`config.mk`:
```
export PLATFORM = sky130hd
export DESIGN_NAME = load_extend_pipe
export DESIGN_NICKNAME = d
export VERILOG_FILES = /design/src/rtl/mips_pkg.sv /design/src/rtl/lane_extend.sv /design/src/rtl/load_extend_pipe.sv
export SDC_FILE = /design/constraint.sdc
export NUM_CORES = 1
export LEC_CHECK = 0
export ABC_CLOCK_PERIOD_IN_PS = 2000
export CAP_MARGIN = 10
export CORE_AREA = 2 2 92 94
export CTS_CLUSTER_DIAMETER = 100
export DETAILED_ROUTE_END_ITERATION = 6
export DIE_AREA = 0 0 94 96
export GPL_TIMING_DRIVEN = 0
export PLACE_DENSITY = 0.73
export SLEW_MARGIN = 0
export SYNTH_ARGS = -nofsm -noshare
export SYNTH_HDL_FRONTEND = slang
export SYNTH_SLANG_ARGS = --single-unit
```
`constraint.sdc`:
```
create_clock -name i_clk -period 2 [get_ports i_clk]
set_clock_uncertainty 0.1 [all_clocks]
set_input_delay 0.5 -clock i_clk [delete_from_list [all_inputs] [get_ports i_clk]]
set_output_delay 0.5 -clock i_clk [all_outputs]
set_load 0.02 [all_outputs]
```
`src/rtl/mips_pkg.sv`:
```
// mips_pkg: shared size codes, skid-state encoding and a constant clog2 helper.
package mips_pkg;

    localparam int SIZE_BYTE = 0;
    localparam int SIZE_HALF = 1;
    localparam int SIZE_WORD = 2;

    typedef enum logic [1:0] {EMPTY, ONE, TWO} state_t;

    function automatic int clog2(input int v);
        int r;
        r = 0;
        while ((1 << r) < v) r++;
        return r;
    endfunction

endpackage

```
`src/rtl/lane_extend.sv`:
```
// lane_extend: picks a 2^k-lane field at a byte offset, sign/zero extends it, flags misalignment.
module lane_extend
    import mips_pkg::*;
#(
    parameter  int DATA_WIDTH = 32,
    parameter  int BYTE_WIDTH = 8,
    localparam int N_BYTES    = DATA_WIDTH / BYTE_WIDTH,
    localparam int OFF_WIDTH  = clog2(N_BYTES),
    localparam int SIZE_WIDTH = clog2(OFF_WIDTH + 1)
) (
    input  logic [DATA_WIDTH-1:0] i_data,
    input  logic [OFF_WIDTH-1:0]  i_offset,
    input  logic [SIZE_WIDTH-1:0] i_size,
    input  logic                  i_signed,
    output logic [DATA_WIDTH-1:0] o_data,
    output logic                  o_misaligned
);

    logic [DATA_WIDTH-1:0] shifted;
    logic [DATA_WIDTH-1:0] ext;

    always_comb begin
        shifted = i_data >> (int'(i_offset) * BYTE_WIDTH);
        ext = '0;
        for (int k = 0; k <= OFF_WIDTH; k++)
            if (i_size == SIZE_WIDTH'(k))
                for (int b = 0; b < DATA_WIDTH; b++)
                    ext[b] = (b < (BYTE_WIDTH << k)) ? shifted[b] : (i_signed && shifted[(BYTE_WIDTH << k) - 1]);
        // sizes beyond a full word are illegal; their shift wraps the mask to all ones, which is harmless
        o_misaligned = (i_size > SIZE_WIDTH'(OFF_WIDTH)) ||
                       (|(i_offset & ((OFF_WIDTH'(1) << i_size) - OFF_WIDTH'(1))));
        o_data = o_misaligned ? '0 : ext;
    end

endmodule

```
`src/rtl/load_extend_pipe.sv`:
```
// load_extend_pipe: registered load extractor/extender with an output register plus skid slot.
module load_extend_pipe
    import mips_pkg::*;
#(
    parameter  int DATA_WIDTH = 32,
    parameter  int BYTE_WIDTH = 8,
    localparam int N_BYTES    = DATA_WIDTH / BYTE_WIDTH,
    localparam int OFF_WIDTH  = clog2(N_BYTES),
    localparam int SIZE_WIDTH = clog2(OFF_WIDTH + 1)
) (
    input  logic                  i_clk,
    input  logic                  i_reset,
    input  logic                  i_valid,
    output logic                  o_ready,
    input  logic [DATA_WIDTH-1:0] i_data,
    input  logic [OFF_WIDTH-1:0]  i_offset,
    input  logic [SIZE_WIDTH-1:0] i_size,
    input  logic                  i_signed,
    output logic                  o_valid,
    input  logic                  i_ready,
    output logic [DATA_WIDTH-1:0] o_data,
    output logic                  o_misaligned
);

    state_t                state, state_n;
    logic [DATA_WIDTH-1:0] ext_data, skid_data;
    logic                  ext_mis, skid_mis;
    logic                  accept, deliver, load_out, load_skid, skid_to_out;

    lane_extend #(.DATA_WIDTH(DATA_WIDTH), .BYTE_WIDTH(BYTE_WIDTH)) u_lane_extend (
        .i_data      (i_data),
        .i_offset    (i_offset),
        .i_size      (i_size),
        .i_signed    (i_signed),
        .o_data      (ext_data),
        .o_misaligned(ext_mis)
    );

    assign accept  = i_valid && o_ready;
    assign o_valid = state != EMPTY;
    assign deliver = o_valid && i_ready;

    always_comb begin
        state_n     = state;
        load_out    = 1'b0;
        load_skid   = 1'b0;
        skid_to_out = 1'b0;
        case (state)
            EMPTY: if (accept) begin
                state_n  = ONE;
                load_out = 1'b1;
            end
            ONE: begin
                load_out  = accept && deliver;
                load_skid = accept && !deliver;
                state_n   = load_skid ? TWO : (deliver && !accept) ? EMPTY : ONE;
            end
            TWO: if (deliver) begin
                state_n     = ONE;
                skid_to_out = 1'b1;
            end
            default: state_n = EMPTY;
        endcase
    end

    always_ff @(posedge i_clk) begin
        if (i_reset) begin
            state        <= EMPTY;
            o_ready      <= 1'b0;
            o_data       <= '0;
            o_misaligned <= 1'b0;
            skid_data    <= '0;
            skid_mis     <= 1'b0;
        end else begin
            state   <= state_n;
            o_ready <= state_n != TWO;
            if (load_out) begin
                o_data       <= ext_data;
                o_misaligned <= ext_mis;
            end else if (skid_to_out) begin
                o_data       <= skid_data;
                o_misaligned <= skid_mis;
            end
            if (load_skid) begin
                skid_data <= ext_data;
                skid_mis  <= ext_mis;
            end
        end
    end

endmodule
```
==> flow_summary.json, run 1 <==
{
  "clk_latency_ns": 0.36,
  "via_per_inst": 6.10,
  "setup_tns_ns": 0,
  "synthCells": 389,
  "port_buffers": 72,
  "grt_setup_unrepaired": "yes",
  "nNetsFinal": 521,
  "root_buffer": "clkbuf_8",
  "rrSetupSlack_ns": 0.08,
  "cts_buffer_depth": 2,
  "crit_fanout": 10,
  "synth.area.top_cells": "dfxtp_1 (38%), mux2i_1 (12%), mux4_2 (4.9%)",
  "drt-total-wl_mm": 11.6,
  "hp-class": "register to register",
  "holdCritStartpoint": "skid_data[9]",
  "p_total_uw": 3700,
  "ff2ff_path_depth": 8,
  "grt.met1_usage_pct": 33.9,
  "synth-edff-count": 0,
  "antennaDiodeCount": 0,
  "r2r-end": "o_data[13]",
  "synthDominantCellAreaShare_pct": 37.9,
  "area_growth_pct": 39.1,
  "fin_crit_ns": 1.98,
  "fin_util_pct": 63.0,
  "ys_ff_latch": 69,
  "worstSetupPathType": "input port to register",
  "worstMarginPinSlew_ns": 0.535,
  "finalHoldViolations": 0,
  "hold_path_depth": 2,
  "cts_sinks": 69,
  "clk_pin_slew_ns": 0.07,
  "overflow": 0,
  "netlist_top_cells_count": "dfxtp_1 (69), nand2_1 (48), mux2i_1 (42), a21oi_1 (26), clkbuf_1 (18)",
  "numCtsBuffers": 9,
  "antenna_found_initial": 0,
  "synth.distinct_cells": 45,
  "multi_input_comb_area_um2": 2250,
  "ys.flop_type": "dfxtp_1",
  "rows": 33,
  "grt_max_degree": 13,
  "gr-max-usage-layer": "met2",
  "cts_tree": "built",
  "post_synth.cell_area_avg_um2": 9.37,
  "initial_core_util_pct": 45.3,
  "status": "finished clean",
  "htree_levels": 3,
  "drtPass1Iterations": 5,
  "grtUsageTotal_pct": 25.8,
  "power_leakage_uw": 0.00210,
  "synth.most_common_cell": "dfxtp_1",
  "grt_pass1_vias": 3451,
  "die_y_um": 96,
  "die_area_um2": 9020,
  "max_freq_mhz": 505,
  "ir_worst_vdd_mv": 0.355,
  "end_kind": "register",
  "critPathLaunchType": "input port",
  "grt_use_met3_pct": 4.39,
  "hold_end": "skid_data[9]",
  "required_ns": 2.18,
  "synthArstFlopShare_pct": 0,
  "io_pins": 76,
  "drtAntennaViolNets": 0,
  "timing.final.crit_share_pct": 99.0,
  "powerDensity_nw_per_um2": 730,
  "grt_pass1_wl_mm": 17.7,
  "drt_iter0_drc": 406,
  "relSlewSlack_pct": 64.3,
  "grtUsageMet2_pct": 41.2,
  "setup_viol": 0,
  "syn_area_um2": 3640,
  "yosysWarnings": 0,
  "seq_area_um2": 1390,
  "nFillCells": 665,
  "r2r-start": "state[0]",
  "core_um2": 8050,
  "vias": 3594,
  "drive_above_1_share_pct": 19.4,
  "cp.arrival_ns": 2.16,
  "synth_area_leader_cell": "dfxtp_1",
  "die_w_um": 94,
  "drv_cap": 0,
  "drv_slew": 0,
  "holdBufCountCts": 0,
  "dp_hpwl_mm": 8.02,
  "drc": 0,
  "synth_fp_nets": 431,
  "routedWlPerCell_um": 19.8,
  "ys_seq_area_share_pct": 37.9,
  "gp_routability_congestion": 0.953
}
==> cell families (layout without fill, tap and decap cells) <==
logic type | Yosys count | in the layout | share of synthesized area [%]
buf+inv | 36 | 131 | 4.91
simple gates | 111 | 111 | 14.9
fa+ha+maj | 1 | 1 | 0.343
xor+xnor | 1 | 1 | 0.240
compound gates | 113 | 113 | 22.8
mux | 58 | 58 | 19.0
flops | 69 | 69 | 37.9
==> what timing repair did <==
item / 4_1_cts / 5_1_grt
setup buffers: 2 / 2
gates resized for setup: 50 / 37
cloned: 2 / 1
pin swaps: 4 / 7
endpoints found under the setup margin: 67 / 57
==> critical path, stage by stage <==
cell and delay (ns):
dlygate4sd2_1 0.29, buf_6 0.17, or3_4 0.40, buf_4 0.20, a21oi_4 0.23, nand2_2 0.14, o22ai_1 0.22
==> registers in the layout, indices dropped and copies added, names as in the netlist <==
register	count
o_ready	1
skid_data	32
state	2
o_misaligned	1
skid_mis	1
o_data	32
==> worst max path at each step <==
stage,slack (ns),endpoint,cells after the start,from
6_report,0.02,o_data[13],7,i_offset[1]
5_1_grt,-0.02,o_data[21],7,i_offset[1]
4_1_cts,-0.02,o_data[13],8,state[1]
3_5_place_dp,-1.05,o_data[12],8,i_ready
3_3_place_gp,-1.02,o_data[11],8,i_ready
2_1_floorplan,0.005,o_data[29],6,i_offset[0]
==> placed cells by master, fill, tap and decap left out, types with 3 or more instances in the layout <==
cell type	n
a211oi_1	8
a21boi_1	7
a21o_1	3
a21oi_1	25
a21oi_4	3
a221oi_4	4
a32o_1	8
a32oi_1	3
a41o_1	8
and2_1	3
buf_2	7
buf_4	9
buf_6	7
bufinv_16	4
clkbuf_1	8
clkbuf_2	5
clkbuf_4	3
clkbuf_8	13
clkdlybuf4s50_1	63
dfxtp_1	67
dlygate4sd2_1	8
mux2_2	8
mux2i_1	42
mux4_2	8
nand2_1	44
nand2_2	4
nand2b_1	10
nand3b_1	6
nand4_1	5
nor2_1	15
nor3_1	9
o211ai_1	5
o21ai_0	11
o22ai_1	5
o31ai_1	8
o32ai_1	8
==> report_power, final <==
group          internal [uW]  total [uW]  switching, uW
clock                   1030        1600            569
combinational            310         681            370
sequential              1400        1420           20.1
==> final cells by class <==
cell class,count,share of cell area (%)
clock inverters,5,2.54
inverters,1,0.0741
clock buffers,11,2.99
repair buffers,79,15.1
flip-flops and latches,69,27.4
well taps,105,2.59
plain buffers,35,4.96
multi-input cells,284,44.4
==> routing by layer <==
layer | wire length (um) | share of wire [%] | vias to the layer above
li1 | - | - | 1653
met1 | 4840 | 42 | 1695
met2 | 5430 | 47 | 204
met3 | 959 | 8.2 | 42
met4 | 399 | 3.4 | 0
met5 | 0 | 0 | -
==> per-stage QoR <==
step | hold WS, ns | setup slack (ns) | cell area [um2] | instances
after floorplan | 0.324 | 0.00525 | 3650 | 389
after global placement | 0.332 | -1.02 | 4500 | 566
after detailed placement | 0.338 | -1.05 | 4500 | 566
after CTS | 0.356 | -0.0250 | 4940 | 586
after global routing | 0.371 | -0.0176 | 5070 | 589
final | 0.348 | 0.0209 | 5070 | 589
Power figures use the tool's default switching activity.
==> run 2: changes to the inputs <==
--- a/config.mk
+++ b/config.mk
@@ -13,6 +13,7 @@
 export DIE_AREA = 0 0 94 96
 export GPL_TIMING_DRIVEN = 0
 export PLACE_DENSITY = 0.73
+export SKIP_LAST_GASP = 1
 export SLEW_MARGIN = 0
 export SYNTH_ARGS = -nofsm -noshare
 export SYNTH_HDL_FRONTEND = slang
==> flow_summary.json, run 2 (synthesis gave the netlist of run 1 again) <==
{
  "status": "finished clean",
  "required_ns": 1.40,
  "dp_hpwl_mm": 8.02,
  "ir_worst_vdd_mv": 0.356,
  "grt_pass1_vias": 3451,
  "end_kind": "output port",
  "initial_core_util_pct": 45.3,
  "slowest_delay_ns": 0.62,
  "worstSetupPathType": "register to output port",
  "seq_area_um2": 1390,
  "htree_levels": 3,
  "grt_max_degree": 13,
  "numCtsBuffers": 9,
  "layout_common_cells": "dfxtp_1 (67), clkdlybuf4s50_1 (63), nand2_1 (45)",
  "grt_setup_unrepaired": "yes",
  "final_common_cell": "dfxtp_1",
  "fin_crit_ns": 1.97,
  "io_pins": 76,
  "cpLargestDelayFamily": "buffers and inverters",
  "vias": 3586,
  "die_area_um2": 9020,
  "drc": 0,
  "crit_fanout": 5,
  "overflow": 0,
  "cts_buffer_depth": 2,
  "drt-total-wl_mm": 11.6,
  "finalHoldViolations": 0,
  "worstMarginPinSlew_ns": 0.542,
  "cts_sinks": 69,
  "clk_pin_slew_ns": 0.07,
  "drtPass1Iterations": 6,
  "max_freq_mhz": 509,
  "multi_input_comb_area_um2": 2250,
  "cp.arrival_ns": 1.37,
  "reg_top3": "o_data (32), skid_data (32), state (2)",
  "setup_viol": 0,
  "drv_cap": 0,
  "timing.final.crit_share_pct": 98.3,
  "port_buffers": 72,
  "rows": 33,
  "grtUsageTotal_pct": 25.8,
  "die_w_um": 94,
  "routedWlPerCell_um": 19.7,
  "critPathLaunchType": "register",
  "root_buffer": "clkbuf_8",
  "drtAntennaViolNets": 0,
  "drt_iter0_drc": 328,
  "clk_latency_ns": 0.36,
  "fin_util_pct": 62.9,
  "cp_slowest_cell": "clkdlybuf4s50_1",
  "rrSetupSlack_ns": 0.09,
  "core_um2": 8050,
  "drive_above_1_share_pct": 19.2,
  "gp_routability_congestion": 0.953,
  "drv_slew": 0,
  "antenna_found_initial": 0,
  "grt_pass1_wl_mm": 17.7,
  "nFillCells": 663,
  "hold_slack_ns": 0.350,
  "power_leakage_uw": 0.00210,
  "powerDensity_nw_per_um2": 730,
  "via_per_inst": 6.09,
  "nNetsFinal": 521,
  "cts_tree": "built",
  "holdBufCountCts": 0,
  "hp-class": "register to register",
  "crit_chain": "clkdlybuf4s50_1",
  "path_buf_inv": 1,
  "relSlewSlack_pct": 63.9,
  "antennaDiodeCount": 0,
  "area_growth_pct": 39.0,
  "die_y_um": 96
}
## run 2: final cells by class
class,count,area share (%)
inverter,1,0.0741
sequential,69,27.4
clock buffer,11,2.99
clock inverter,5,2.54
tap,105,2.59
buffer,35,4.96
multi-input combinational,284,44.4
timing repair buffer,79,15.1
## run 2: what timing repair did
item | in CTS | in global routing
gates cloned | 2 | 1
gates resized for setup | 50 | 36
setup endpoints to repair | 67 | 57
pin swaps | 4 | 7
buffers inserted | 2 | 2
## run 2: power breakdown
| part | switching, uW | internal, uW |
|---|---|---|
| Clock | 571 | 1030 |
| Sequential | 20.1 | 1400 |
| Combinational | 369 | 310 |
## run 2: through the flow
step	TNS [ns]	cell area (um2)	power, uW	worst slack [ns]	instances
finish	0	5070	3700	0.0347	589
global route	-0.0817	5070	3800	-0.0185	589
CTS	-0.0588	4940	3660	-0.0250	586
detailed placement	-45.66	4500	2040	-1.05	566
global placement	-43.27	4500	2030	-1.02	566
floorplan	0	3650	1790	0.00525	389
## run 2: layer usage
metal | global-route usage [%] | up-vias | wire length, um
met1 | 33.9 | 1696 | 4890
met3 | 4.39 | 37 | 869
li1 | - | 1652 | -
met5 | 0 | - | 0
met4 | 13.0 | 0 | 361
met2 | 41.2 | 201 | 5480
## run 2: final timing paths
check                    start      endpoint  cells after the start
hold reg to reg   skid_data[9]  skid_data[9]                      2
setup / recovery       o_ready       o_ready                      1
hold / removal    skid_data[9]  skid_data[9]                      2
setup reg to reg      state[1]    o_data[13]                      8
## run 2: worst register-to-register path, stage by stage, from the launching register on
cell and delay [ns]:
dfxtp_4 0.38, or2_2 0.30, and2_1 0.16, ha_1 0.21
nand2_2 0.11, a21o_4 0.17, nand2b_4 0.08, clkbuf_8 0.18
o22ai_1 0.15
==> run 3: changes to the inputs <==
--- a/config.mk
+++ b/config.mk
@@ -12,6 +12,7 @@
 export DETAILED_ROUTE_END_ITERATION = 6
 export DIE_AREA = 0 0 94 96
 export GPL_TIMING_DRIVEN = 0
+export HOLD_SLACK_MARGIN = 0.08
 export PLACE_DENSITY = 0.73
 export SKIP_LAST_GASP = 1
 export SLEW_MARGIN = 0
==> results of run 3 <==
Final layout, timing and power as in run 2 (identical DEF).
